--- src/rtl/dac_out_ctrl.sv ---
// Dual-channel DAC output stage: 4-deep sample-pair FIFO behind a valid/ready
// port, replayed at one update per CLK_DIV clocks as offset-binary DAC words.

module dac_lane_conv (
    input  logic [7:0] d,
    output logic [7:0] q
);
    // Two's complement to offset binary is a flip of the sign bit.
    assign q = {~d[7], d[6:0]};
endmodule

module dac_out_ctrl #(
    parameter int CLK_DIV     = 4,
    parameter int PRIME_LEVEL = 2
) (
    input  logic       clk,
    input  logic       rst,
    input  logic       en,
    input  logic       s_valid,
    output logic       s_ready,
    input  logic [7:0] s_data_a,
    input  logic [7:0] s_data_b,
    output logic       dac_mode,
    output logic       dac_sleep,
    output logic       dac_clka,
    output logic       dac_clkb,
    output logic       dac_wra,
    output logic       dac_wrb,
    output logic [7:0] dac_da,
    output logic [7:0] dac_db,
    output logic [7:0] underrun_cnt
);
    localparam int NUM_LANES = 2;
    localparam int VEC_W     = 8;
    localparam int DEPTH     = 4;
    localparam int PW        = $clog2(CLK_DIV);

    typedef struct packed {
        logic [VEC_W-1:0] a;
        logic [VEC_W-1:0] b;
    } pair_t;

    typedef enum logic [1:0] {IDLE, PRIME, RUN} state_t;

    state_t                             state, state_nxt;
    pair_t                              fifo_mem [DEPTH];
    logic [1:0]                         wr_ptr, rd_ptr;
    logic [2:0]                         count;
    logic [PW-1:0]                      phase;
    logic                               push, pop, upd;
    pair_t                              head;
    logic [NUM_LANES-1:0][VEC_W-1:0]    head_lanes, head_ob, dac_q;
    logic                               dac_clk_q;

    assign s_ready = (state != IDLE) && (count < 3'd4);
    assign push    = s_valid && s_ready;
    assign upd     = (state == RUN) && (phase == '0);
    assign pop     = upd && (count != 3'd0);

    always_ff @(posedge clk) begin
        if (rst) state <= IDLE;
        else     state <= state_nxt;
    end

    always_comb begin
        state_nxt = state;
        if (!en) begin
            state_nxt = IDLE;
        end else begin
            case (state)
                IDLE:    state_nxt = PRIME;
                PRIME:   if (count >= 3'(PRIME_LEVEL)) state_nxt = RUN;
                RUN:     state_nxt = RUN;
                default: state_nxt = IDLE;
            endcase
        end
    end

    always_ff @(posedge clk) begin
        if (push) fifo_mem[wr_ptr] <= '{a: s_data_a, b: s_data_b};
    end

    // Disable flushes the buffer the same way reset does.
    always_ff @(posedge clk) begin
        if (rst || !en) begin
            wr_ptr <= '0;
            rd_ptr <= '0;
            count  <= '0;
        end else begin
            if (push) wr_ptr <= wr_ptr + 2'd1;
            if (pop)  rd_ptr <= rd_ptr + 2'd1;
            case ({push, pop})
                2'b10:   count <= count + 3'd1;
                2'b01:   count <= count - 3'd1;
                default: count <= count;
            endcase
        end
    end

    assign head          = fifo_mem[rd_ptr];
    assign head_lanes[0] = head.a;
    assign head_lanes[1] = head.b;

    for (genvar l = 0; l < NUM_LANES; l++) begin : g_lane
        dac_lane_conv u_conv (
            .d (head_lanes[l]),
            .q (head_ob[l])
        );
    end

    // Data moves on phase 0 with the clock falling; the clock rises mid-period.
    always_ff @(posedge clk) begin
        if (rst) begin
            phase        <= '0;
            dac_q        <= {NUM_LANES{8'h80}};
            dac_clk_q    <= 1'b0;
            dac_sleep    <= 1'b1;
            underrun_cnt <= '0;
        end else if (!en) begin
            phase     <= '0;
            dac_q     <= {NUM_LANES{8'h80}};
            dac_clk_q <= 1'b0;
            dac_sleep <= 1'b1;
        end else begin
            dac_sleep <= (state_nxt == IDLE);
            if (state == RUN) begin
                phase <= (phase == PW'(CLK_DIV - 1)) ? '0 : phase + PW'(1);
                if (upd) begin
                    dac_clk_q <= 1'b0;
                    if (pop)
                        dac_q <= head_ob;
                    else if (underrun_cnt != 8'hFF)
                        underrun_cnt <= underrun_cnt + 8'd1;
                end else if (phase == PW'(CLK_DIV / 2)) begin
                    dac_clk_q <= 1'b1;
                end
            end else begin
                phase <= '0;
            end
        end
    end

    assign dac_mode = 1'b1;
    assign dac_clka = dac_clk_q;
    assign dac_clkb = dac_clk_q;
    assign dac_wra  = dac_clk_q;
    assign dac_wrb  = dac_clk_q;
    assign dac_da   = dac_q[0];
    assign dac_db   = dac_q[1];
endmodule
--- config.mk ---
export PLATFORM = sky130hd
export DESIGN_NAME = dac_out_ctrl
export DESIGN_NICKNAME = d
export VERILOG_FILES = /design/src/rtl/dac_out_ctrl.sv
export SDC_FILE = /design/constraint.sdc
export NUM_CORES = 1
export LEC_CHECK = 0
export ABC_CLOCK_PERIOD_IN_PS = 5700
export CORE_AREA = 2 2 124 126
export DETAILED_ROUTE_END_ITERATION = 8
export DIE_AREA = 0 0 126 128
export PLACE_DENSITY = 0.55
export SKIP_LAST_GASP = 1
export SYNTH_ARGS = -nofsm -noshare
export SYNTH_HDL_FRONTEND = slang
export SYNTH_HIERARCHICAL = 1
export SYNTH_SLANG_ARGS = --single-unit
--- constraint.sdc ---
create_clock -name clk -period 5.7 [get_ports clk]
set_clock_uncertainty 0.2 [all_clocks]
set_input_delay 1.71 -clock clk [delete_from_list [all_inputs] [get_ports clk]]
set_output_delay 1.71 -clock clk [all_outputs]
set_load 0.02 [all_outputs]
### Word-level counts from Yosys, hierarchy flattened

Memory sizes are Yosys's and may differ from the RTL's. A register that Yosys moved wholly into a read port is not among the register bits.
Cells that the tools add are included.

| cells by class | value |
|---|---|
| $add $sub $neg | 6 |
| $mul | 0 |
| divide/modulo/power cells | 0 |
| $lt $le $gt $ge | 2 |
| equality and inequality tests | 7 |
| shift operators | 0 |
| multiplexer cells | 10 |
| bitwise gates (word level) | 5 |
| reductions and logical operators | 18 |

Operator list:

| cell | count |
|---|---|
| adder 8 x 1 -> 8 bit, second input constant | 1 |
| == test 2 bit, second input constant | 4 |
| 2-to-1 mux 2 bit | 4 |
| != test 8 bit, second input constant | 1 |
| adder 2 x 1 -> 2 bit, second input constant | 3 |
| logical NOT 2 bit | 3 |
| one-hot mux 2 bit (3 select lines) | 1 |
| one-hot mux 3 bit (2 select lines) | 1 |
| nonzero test 2 bit | 3 |
| NOT 1 bit | 5 |
| AND reduction 5 bit | 1 |
| == test 2 x 1 -> 1 bit, second input constant | 2 |
| logical AND 1 bit | 4 |
| 2-to-1 mux 1 bit | 4 |
| OR reduction 4 bit | 1 |
| adder 3 x 1 -> 3 bit, second input constant | 1 |
| >= comparator 3 x 2 -> 1 bit, second input constant | 1 |
| less-than comparator 3 bit, second input constant | 1 |
| AND reduction 3 bit | 1 |
| nonzero test 3 bit | 1 |
| subtractor 3 x 1 -> 3 bit, second input constant | 1 |
| AND reduction 2 bit | 1 |
| OR reduction 2 bit | 1 |
| logical NOT 1 bit | 1 |
| logical OR 1 bit | 1 |

| word-level totals | value |
|---|---|
| register bits | 37 |
| latch bits | 0 |
| memory bits (writable) | 64 |
| ROM bits | 0 |
| bits of input ports | 20 |
| output and inout bits | 31 |
| word-level logic and storage cells | 59 |
| memories kept | 1 |

Memories:

| memory | depth | bits a word | read ports | clocked after memory_dff | write ports | line | text |
|---|---|---|---|---|---|---|---|
| fifo_mem | 4 | 16 | 1 | 1 | 1 | 46 | `pair_t fifo_mem [DEPTH];` |

### Logic depth before layout (Yosys ltp)

| depth | value |
|---|---|
| depth after elaboration | 5 |
| gate-level depth with buffers | 12 |
| gate-level depth less buffers | 11 |

### Modules after synthesis

Netlist, hierarchy kept.

Modules (own cells, without submodules):

| module | instances | cells each | area an instance (um2) | sequential area each (um2) |
|---|---|---|---|---|
| dac_out_ctrl | 1 | 277 | 3,982.6 | 2,702.6 |
| dac_lane_conv | 2 | 8 | 56.3 | 0.0 |

### Least setup slack after synthesis

No wires, ideal clock.

| timing path | value |
|---|---|
| path type | input-to-reg |
| start | input s_valid |
| end | register count[2] |
| setup time | 0.070 ns |
| data arrival time | 3.183 ns |
| required time | 5.430 ns |
| slack | 2.247 ns |
| cell stages on the path | 8 |
| path buffers | 0 |
| cells stage by stage | and2_1 > inv_1 > ha_1 > inv_1 > fa_1 > xor2_1 > or3_2 > a21oi_1 |

| on the way | value |
|---|---|
| longest elaborated chain between the ends | 3 |
| elaborated cells on any way between the ends | 5 |
| those cells by class | eq/ne (2); mux (1); reduce/logical (2) |

RTL lines:

| item | line | text |
|---|---|---|
| from (decl) | 19 | `input logic s_valid,` |
| logical AND 1 bit * | 56 | `assign push = s_valid && s_ready;` |
| == test 2 x 1 -> 1 bit or == test 2 bit (tied branches) | 92 | `case ({push, pop})` |
| one-hot mux 3 bit (2 select lines) or nonzero test 2 bit (tied branches) | n/a |  |
| to (signal assigned) | 93 | `2'b10: count <= count + 3'd1;` |
| to (signal assigned) | 94 | `2'b01: count <= count - 3'd1;` |
| to (signal assigned) | 95 | `default: count <= count;` |
| to (decl) | 48 | `logic [2:0] count;` |

Every way passes the cells marked *; elsewhere a longest branch is shown, timed or not.
A chain may end at the register's enable or synchronous reset.

### Worst setup path in the final report

Same ends and word-level chain as after synthesis.

==> results.cfg <==
[yosys]
ys_ff_latch = 103
synth_cell_type_count = 38
ys.flop_type = edfxtp_1
netlist_area_mm2 = 0.00410
yosysMostFrequentCell = edfxtp_1
postSynthAreaPerCell_um2 = 14.0
postSynth.asyncResetShare_pct = 0
synth_edf_count = 64
synth_top_cell_area_share_pct = 46.9
yosysTopAreaCell = edfxtp_1
ys_top_cells_by_count = 64 x edfxtp_1, 39 x dfxtp_1, 39 x nand2_1, 25 x a21oi_1, 18 x buf_4
ys_warn_count = 6
seq_area_frac_synth_pct = 66.0
synthCells = 293
syn_nets = 323
synth_area_leaders = edfxtp_1 47%, dfxtp_1 19%, mux4_2 8.8%

[clock_tree]
cts_root_buffer = clkbuf_16
clk_pin_slew_ns = 0.07
cts_tree = done
cts_sinks = 103
worstSkewPairLatency_ns = 0.34
ctsHoldBuffers = 0
cts_setup_buffers = 0
cts_buffer_depth = 2
h-tree-depth = 3
cts_resized = 0
cts_buffers = 9

[setup_path]
critPathCaptureType = register
start_kind = primary input
worstPathArrival_ns = 3.74
worstRegToRegCells = 12
worstPathRequired_ns = 5.75
crit_type = in -> reg
path_max_fanout = 5

[global_route]
gr-total-overflow = 0
grt_pass1_vias = 2364
grt_use_total_pct = 10.2
grt_antenna_before_repair = 0
grt_start_max_net_pins = 26
grt_pass1_wl_mm = 12.6

[place]
place_inst = 503
dp_hpwl_mm = 5.08
portBuffers = 49
gp_congestion = 0.693
place_area_mm2 = 0.00465

[cells_and_area]
register_area_mm2 = 0.00270
final_layout_size_suffix_gt1_share_pct = 12.1
final_area_mm2 = 0.00494
nets = 356
diodes = 0
syn2layout_area_growth_pct = 20.6
fin_cells = 519
fill_cells = 1476
multi_input_area_mm2 = 0.00115

[drt]
drt_iter0_markers = 135
routed-wl-met2_mm = 4.11
firstDrtPassIters = 4
via_per_inst = 4.43
met1_length_mm = 3.32
drt-total-wl_mm = 7.91
wl_per_cell_um = 15.2
drc = 0
vias = 2297
wl_met3_um = 395
highest_layer = met4
antenna_left = 0

[floorplanning]
die_area_mm2 = 0.0161
ios = 51
core_mm2 = 0.0149
die_w_um = 126
row_count = 45
initial_core_util_pct = 27.6
die_h_um = 128

[power_and_ir_drop]
power_frac_seq_pct = 55.9
pwr-share-comb_pct = 2.7
leakage_uw = 0.00157
p_per_area_mw_per_mm2 = 289
p_sw_share_pct = 21.3
ir_worst_vdd_v = 0.000174
power.switching_uw = 303
p_int_uw = 1120
clkPwrFrac_pct = 41.4

[sta]
maxSlewViolCount = 0
hold_viol_final = 0
rsz0062_at_grt = false
setup_tns_ns = 0
min_period_ns = 3.69
max_slew.worst_pin.slew_ns = 1.07
slew_headroom_pct = 29.0
finalCritPeriodShare_pct = 64.7
fmax_ghz = 0.271
setup_violations = 0

[job]
drv_cap = 0

[worst_hold_path]
hold_class = reg -> reg
hold_path_depth = 1

[outcome]
status = finished clean
## worst max-delay path, stage by stage
cell and delay (ns):
clkdlybuf4s50_1 0.45, and2_1 0.19, inv_1 0.08, ha_1 0.18, inv_1 0.06, fa_1 0.37
xor2_1 0.16, or3_2 0.40, a21oi_1 0.15
## cells by family (layout without fill, tap and decap cells)
group           after synthesis  after routing  share of synthesized area (%)
compound gates               37             37                           5.35
xor+xnor                      6              6                           1.28
fa+ha+maj                    10             10                           3.24
buf+inv                      42             80                           5.80
flops                       103            103                           66.0
mux                          17             17                           9.04
other cells                   1              1                         0.0916
simple gates                 77             77                           9.20
## layout by cell type (no fill, tap or decap), drive strengths merged
cell type	count
and3b	1
nand2	39
a21oi	25
and3	4
fa	1
o21a	1
nor2	11
clkinv	1
nor4b	1
mux4	16
and4b	1
xor2	4
conb	1
mux2i	1
ha	9
nor3	3
buf	2
o211ai	1
xnor2	2
inv	17
o21ba	1
and2	1
o311ai	1
nor2b	1
clkbuf	10
or3	4
nand3	5
or4	3
clkdlybuf4s50	49
o21ai	4
nand2b	1
clkinvlp	1
nand4	2
o31ai	4
dfxtp	39
edfxtp	64
## through the flow
stage | utilization (%) | total power, µW | worst slack [ns] | hold slack [ns]
5_1_grt | 33.2 | 1480 | 1.92 | 0.287
4_1_cts | 33.2 | 1440 | 2.01 | 0.260
6_report | 33.2 | 1430 | 2.01 | 0.255
2_1_floorplan | - | 832 | 2.25 | 0.226
3_3_place_gp | 31.3 | 851 | 1.70 | 0.234
3_5_place_dp | 31.3 | 853 | 1.65 | 0.250
## worst paths after layout
check / start / to / slack (ns)
setup / recovery: s_valid / count[2] / 2.01
hold / removal: phase[0] / phase[0] / 0.25
setup reg to reg: phase[0] / count[2] / 2.55
hold reg to reg: phase[0] / phase[0] / 0.25
## metal layers
metal	global-route usage (%)	up-vias
met5	0	-
met4	2.71	0
met3	3.34	9
met2	18.7	53
met1	11.3	1132
li1	-	1103
## power by group through the flow
stage / combinational (µW) / sequential, µW / clock [µW]
after floorplan: 18.4 / 814 / 0
after global placement: 37.7 / 814 / 0
after detailed placement: 38.8 / 814 / 0
after CTS: 39.1 / 797 / 607
after global routing: 41.9 / 797 / 636
final: 38.2 / 797 / 590
## layout make-up
cell class              instances  share of cell area, %
flip-flops and latches        103                   54.7
clock inverters                 6                   1.24
well taps                     188                   4.76
inverters                      13                  0.988
multi-input cells             148                   23.4
repair buffers                 51                   10.2
clock buffers                  10                   4.64
## registers in the layout, summed over array words and instances, names as in the netlist, named ones only
register,count
fifo_mem,64
dac_da,8
dac_db,8
underrun_cnt,8
count,3
phase,2
rd_ptr,2
state,2
wr_ptr,2
dac_clka,1
dac_sleep,1
Note: power is estimated with default switching activity, not from simulation.
